$ cat config.mk
export PLATFORM = sky130hd
export DESIGN_NAME = id_ex_stage
export DESIGN_NICKNAME = d
export VERILOG_FILES = /design/src/rtl/id_ex_stage.sv
export SDC_FILE = /design/constraint.sdc
export NUM_CORES = 1
export LEC_CHECK = 0
export CORE_ASPECT_RATIO = 0.5
export CORE_MARGIN = 1.5
export CORE_UTILIZATION = 39
export DETAILED_ROUTE_END_ITERATION = 10
export PLACE_DENSITY = 0.87
export SYNTH_ARGS = -nofsm -noshare
export SYNTH_HDL_FRONTEND = slang
export SYNTH_SLANG_ARGS = --single-unit
export TNS_END_PERCENT = 10
$ cat constraint.sdc
create_clock -name CLK -period 2.71 [get_ports CLK]
set_input_delay 0.542 -clock CLK [delete_from_list [all_inputs] [get_ports CLK]]
set_output_delay 0.542 -clock CLK [all_outputs]
set_load 0.02 [all_outputs]
$ cat src/rtl/id_ex_stage.sv
// ID/EX pipeline register for the 5-stage MIPS core.
// Registers the decode control word and operands, inserts bubbles on
// load-use hazards and taken control transfers, drives EX forwarding
// selects, and keeps a saturating bubble counter.
module id_ex_stage #(
  parameter int DATA_WIDTH        = 32,
  parameter int REG_ADDR_WIDTH    = 5,
  parameter int ALU_Control_width = 3,
  parameter int CNT_WIDTH         = 16
) (
  input  logic                         CLK,
  input  logic                         RST,
  input  logic                         RegWriteD,
  input  logic                         MemtoRegD,
  input  logic                         MemWriteD,
  input  logic [ALU_Control_width-1:0] ALUControlD,
  input  logic                         ALUSrcD,
  input  logic                         RegDstD,
  input  logic                         FlushReqD,
  input  logic [REG_ADDR_WIDTH-1:0]    RsD,
  input  logic [REG_ADDR_WIDTH-1:0]    RtD,
  input  logic [REG_ADDR_WIDTH-1:0]    RdD,
  input  logic [DATA_WIDTH-1:0]        RD1D,
  input  logic [DATA_WIDTH-1:0]        RD2D,
  input  logic [DATA_WIDTH-1:0]        SignImmD,
  input  logic [REG_ADDR_WIDTH-1:0]    WriteRegM,
  input  logic [REG_ADDR_WIDTH-1:0]    WriteRegW,
  input  logic                         RegWriteM,
  input  logic                         RegWriteW,
  output logic                         RegWriteE,
  output logic                         MemtoRegE,
  output logic                         MemWriteE,
  output logic                         ALUSrcE,
  output logic [ALU_Control_width-1:0] ALUControlE,
  output logic [REG_ADDR_WIDTH-1:0]    RsE,
  output logic [REG_ADDR_WIDTH-1:0]    RtE,
  output logic [DATA_WIDTH-1:0]        RD1E,
  output logic [DATA_WIDTH-1:0]        RD2E,
  output logic [DATA_WIDTH-1:0]        SignImmE,
  output logic [REG_ADDR_WIDTH-1:0]    WriteRegE,
  output logic                         ValidE,
  output logic                         StallF,
  output logic                         StallD,
  output logic [1:0]                   ForwardAE,
  output logic [1:0]                   ForwardBE,
  output logic [CNT_WIDTH-1:0]         BubbleCount
);

  logic                         r_reg_write;
  logic                         r_memto_reg;
  logic                         r_mem_write;
  logic                         r_alu_src;
  logic                         r_reg_dst;
  logic [ALU_Control_width-1:0] r_alu_ctrl;
  logic [REG_ADDR_WIDTH-1:0]    r_rs;
  logic [REG_ADDR_WIDTH-1:0]    r_rt;
  logic [REG_ADDR_WIDTH-1:0]    r_rd;
  logic [DATA_WIDTH-1:0]        r_rd1;
  logic [DATA_WIDTH-1:0]        r_rd2;
  logic [DATA_WIDTH-1:0]        r_imm;
  logic                         r_valid;
  logic [CNT_WIDTH-1:0]         r_bubble_cnt;

  logic w_load_use;
  logic w_bubble;
  logic w_cnt_full;

  // Load-use detection against the instruction currently in EX; register 0 never hazards.
  always_comb begin
    w_load_use = r_valid & r_memto_reg & r_reg_write & (r_rt != '0) &
                 ((r_rt == RsD) | (r_rt == RtD));
    w_bubble   = w_load_use | FlushReqD;
    w_cnt_full = &r_bubble_cnt;
  end

  // Pipeline register: bubbles load constant zeros so nothing from the D side leaks through.
  always_ff @(posedge CLK or negedge RST) begin
    if (!RST) begin
      r_reg_write <= 1'b0;
      r_memto_reg <= 1'b0;
      r_mem_write <= 1'b0;
      r_alu_src   <= 1'b0;
      r_reg_dst   <= 1'b0;
      r_alu_ctrl  <= '0;
      r_rs        <= '0;
      r_rt        <= '0;
      r_rd        <= '0;
      r_rd1       <= '0;
      r_rd2       <= '0;
      r_imm       <= '0;
      r_valid     <= 1'b0;
    end else if (w_bubble) begin
      r_reg_write <= 1'b0;
      r_memto_reg <= 1'b0;
      r_mem_write <= 1'b0;
      r_alu_src   <= 1'b0;
      r_reg_dst   <= 1'b0;
      r_alu_ctrl  <= '0;
      r_rs        <= '0;
      r_rt        <= '0;
      r_rd        <= '0;
      r_rd1       <= '0;
      r_rd2       <= '0;
      r_imm       <= '0;
      r_valid     <= 1'b0;
    end else begin
      r_reg_write <= RegWriteD;
      r_memto_reg <= MemtoRegD;
      r_mem_write <= MemWriteD;
      r_alu_src   <= ALUSrcD;
      r_reg_dst   <= RegDstD;
      r_alu_ctrl  <= ALUControlD;
      r_rs        <= RsD;
      r_rt        <= RtD;
      r_rd        <= RdD;
      r_rd1       <= RD1D;
      r_rd2       <= RD2D;
      r_imm       <= SignImmD;
      r_valid     <= 1'b1;
    end
  end

  // Saturating bubble counter; a coincident load-use and flush counts once.
  always_ff @(posedge CLK or negedge RST) begin
    if (!RST) begin
      r_bubble_cnt <= '0;
    end else if (w_bubble && !w_cnt_full) begin
      r_bubble_cnt <= r_bubble_cnt + 1'b1;
    end
  end

  // Forwarding selects: MEM result has priority over WB; register 0 is never forwarded.
  always_comb begin
    ForwardAE = 2'b00;
    ForwardBE = 2'b00;
    if ((r_rs != '0) && RegWriteM && (WriteRegM == r_rs)) begin
      ForwardAE = 2'b10;
    end else if ((r_rs != '0) && RegWriteW && (WriteRegW == r_rs)) begin
      ForwardAE = 2'b01;
    end
    if ((r_rt != '0) && RegWriteM && (WriteRegM == r_rt)) begin
      ForwardBE = 2'b10;
    end else if ((r_rt != '0) && RegWriteW && (WriteRegW == r_rt)) begin
      ForwardBE = 2'b01;
    end
  end

  // Output mapping and stall outputs.
  always_comb begin
    RegWriteE   = r_reg_write;
    MemtoRegE   = r_memto_reg;
    MemWriteE   = r_mem_write;
    ALUSrcE     = r_alu_src;
    ALUControlE = r_alu_ctrl;
    RsE         = r_rs;
    RtE         = r_rt;
    RD1E        = r_rd1;
    RD2E        = r_rd2;
    SignImmE    = r_imm;
    WriteRegE   = r_reg_dst ? r_rd : r_rt;
    ValidE      = r_valid;
    StallF      = w_load_use;
    StallD      = w_load_use;
    BubbleCount = r_bubble_cnt;
  end

endmodule

==> results.py <==
metrics = {
    "detailed_routing": {
        "drc": 0,
        "wl_per_cell_um": 16.6,
        "drt_iter0_markers": 149,
        "ant_nets": 0,
        "dr.pass1.iters": 5,
        "wl_um": 14400,
        "via_per_inst": 4.54,
        "dr_total_vias": 3936,
    },
    "logic_synthesis": {
        "async_flop_share": 1.00,
        "synth_ff_type": "dfrtp_1",
        "syn_avg_cell_area_um2": 13.2,
        "yosys_warnings": 0,
        "netlist_top_cells_area": "dfrtp_1, and2_1, xnor2_1",
        "ys_seq_elements": 136,
        "synth_top_area_frac": 0.657,
        "synth_top_cell_by_area": "dfrtp_1",
        "syn_inst": 394,
        "yosys.cell_types.count": 35,
        "synth_area_mm2": 0.00518,
        "synth_edf_count": 0,
        "synth_fp_nets": 529,
        "ys_seq_area_frac": 0.657,
    },
    "grt": {
        "grt_max_degree": 73,
        "grt-busiest-layer": "met2",
        "gr-usage-met2": 0.382,
        "grt_first_pass_wirelength_um": 22200,
        "globalRouteOverflowTotal": 0,
        "track_usage": 0.207,
        "grtUsageMet3": 0.0405,
        "grtUsageMet1": 0.241,
        "antenna_found_initial": 0,
        "grt_pass1_vias": 4133,
    },
    "sta": {
        "rsz0062_at_grt": "false",
        "setup_viol": 0,
        "finalClockSkew_ns": 0.00643,
        "slew_headroom": 0.598,
        "hold_viol": 0,
        "layout_min_cycle_time_ns": 2.56,
        "worstMarginPinSlew_ns": 0.603,
        "drv_slew": 0,
        "max_freq_mhz": 390,
        "finalCritPeriodShare": 0.946,
        "setup_ws_ns": 0.145,
    },
    "floorplanning": {
        "dieArea_mm2": 0.0140,
        "placementRows": 29,
        "coreArea_mm2": 0.0128,
        "fp.dieH_um": 84.5,
        "initial_utilization": 0.405,
        "io_pins": 275,
        "dieWidth_um": 166,
    },
    "cells_and_area": {
        "final_layout_size_suffix_gt1_frac": 0.0918,
        "fillers": 915,
        "syn2layout_area_growth_pct": 70.1,
        "nets": 819,
        "fin_util": 0.688,
        "diodes": 0,
    },
    "hold_path": {
        "hold_path_class": "input port to async pin",
    },
    "worst_setup_path": {
        "cp-startpoint": "RsD[4]",
        "criticalPathCategory": "input port to output port",
        "rr_worst_depth": 6,
        "end_kind": "output port",
        "r2r-start": "RtE[1]",
        "cp.required_ns": 2.17,
        "worst-path-buf-inv": 3,
        "critPathMaxFanout": 2,
        "reg2reg_setup_slack_ns": 0.42,
        "reg2reg_to": "RD1E[8]",
        "path_delay_family": "buffers and inverters",
        "path_cells": "clkdlybuf4s50_1 > xnor2_1 > nand3_1 > o22ai_1 > nand2_1 > inv_1 > dlygate4sd2_1",
        "critPathMaxStageDelay_ns": 0.50,
        "worstSetupPathDepth": 7,
        "critPathArrivalTime_ns": 2.02,
        "start_kind": "input port",
        "crit_path_top_delay_cell": "clkdlybuf4s50_1",
    },
    "power_and_ir_drop": {
        "p_leak_nw": 3.83,
        "seqPwrFrac": 0.382,
        "p_per_area_mw_per_mm2": 684,
        "p_switching_w": 0.00146,
        "pwr-share-clk": 0.440,
        "p_int_w": 0.00457,
        "irDropWorstVdd_mv": 0.486,
        "combPwrFrac": 0.178,
        "sw_frac_of_total": 0.242,
    },
    "run_status": {
        "outcome": "completed",
    },
    "clock_network": {
        "clk_pin_slew_ns": 0.06,
        "numCtsBuffers": 17,
        "postCtsSetupBuffers": 0,
        "clkSinkCount": 136,
        "clock-root-buffer": "clkbuf_16",
        "cts_tree": "built",
        "insertion_delay_ns": 0.40,
        "cts_max_level": 4,
        "clock_path_buffers": 2,
    },
    "placed_design": {
        "port_buffers": 274,
        "place.gp.congestion": 0.846,
        "hpwl_um": 10900,
        "pre_cts_slack_ns": -0.138,
    },
    "job": {
        "cap_violations": 0,
    },
}
-- cell usage in the layout, fill, tap and decap left out, drive strengths merged, types with 2 or more instances in the layout --
cell and instances:
clkinvlp 2, nand2 13, buf 19, nor2 8
xnor2 27, and2 119, mux2 8, nor3 5
clkdlybuf4s50 267, nand4 6, a31oi 2, dlygate4sd2 4
inv 2, o22a 2, nand3 10, clkbuf 22
o31ai 2, xor2 12, and3 3, bufinv 6
nor4 6, clkinv 3, or4 2, dfrtp 136
nor3b 2
-- flip-flops by register name (all words and copies together), names as in the netlist --
signal	cells
r_rd	5
ALUSrcE	1
r_reg_dst	1
SignImmE	32
RsE	5
BubbleCount	16
RD1E	32
MemtoRegE	1
RegWriteE	1
ValidE	1
RD2E	32
MemWriteE	1
ALUControlE	3
RtE	5
-- cell usage after synthesis (2+ instances only) --
cell type,n
mux2_1,3
buf_2,2
mux2_2,5
xnor2_1,27
nor2_1,5
and2_1,119
clkbuf_1,4
dfrtp_1,136
nand3_1,10
o31ai_1,2
nand4_1,6
nor3_1,5
buf_4,2
a31oi_1,2
and3_1,3
xor2_1,12
nor3b_1,2
nand2_1,13
nor2_2,2
nor4_1,6
buf_6,12
inv_1,2
o22a_1,2
-- worst max-delay path by stage --
| stage | to | slack [ns] |
|---|---|---|
| after floorplan | ForwardBE[0] | 0.02 |
| after global placement | StallD | -0.13 |
| after detailed placement | StallD | -0.14 |
| after CTS | ForwardBE[0] | 0.02 |
| after global routing | ForwardAE[0] | 0.03 |
| final | StallD | 0.15 |
-- cell type report --
class | instances | area, um2 | area share
flip-flops and latches | 136 | 3400 | 0.386
repair buffers | 291 | 2910 | 0.330
multi-input cells | 236 | 1600 | 0.181
clock buffers | 21 | 470 | 0.0534
clock inverters | 11 | 218 | 0.0247
well taps | 170 | 213 | 0.0241
inverters | 2 | 7.51 | 0.000851
-- kinds of logic (layout without fill, tap and decap cells) --
group | Yosys count | after routing | synth area share
mux | 8 | 8 | 0.0174
xor+xnor | 39 | 39 | 0.0659
compound gates | 10 | 10 | 0.0164
flops | 136 | 136 | 0.657
simple gates | 178 | 178 | 0.206
fa+ha+maj | 1 | 1 | 0.00241
buf+inv | 22 | 325 | 0.0352
-- timing repair --
item	CTS	global route
resized for setup	10	4
hold buffers	0	0
pin swaps	0	2
setup endpoints to repair	6	2
-- per-stage QoR --
step | hold slack, ns | total power (W) | cell area (um2) | setup TNS (ns) | std cells
finish | 0.128 | 0.00603 | 8820 | 0 | 867
detailed placement | 0.505 | 0.00341 | 8140 | -0.633 | 835
global placement | 0.492 | 0.00338 | 8140 | -0.345 | 835
CTS | 0.148 | 0.00607 | 8830 | 0 | 867
floorplan | 0.246 | 0.00277 | 5180 | 0 | 394
global route | 0.165 | 0.00623 | 8820 | 0 | 867
-- power by group through the flow --
| stage | Clock (W) | Combinational [W] | Sequential (W) |
|---|---|---|---|
| floorplan | 0 | 0.000268 | 0.00250 |
| CTS | 0.00268 | 0.00109 | 0.00230 |
| global route | 0.00276 | 0.00114 | 0.00232 |
| finish | 0.00265 | 0.00108 | 0.00230 |
| global placement | 0 | 0.00106 | 0.00232 |
| detailed placement | 0 | 0.00108 | 0.00233 |
-- routing by layer --
| layer | routed length (um) | share of wire |
|---|---|---|
| met5 | 0 | 0 |
| met4 | 240 | 0.017 |
| met3 | 636 | 0.044 |
| met2 | 7840 | 0.54 |
| met1 | 5680 | 0.39 |
No activity file was read; power rests on OpenSTA's default activity.
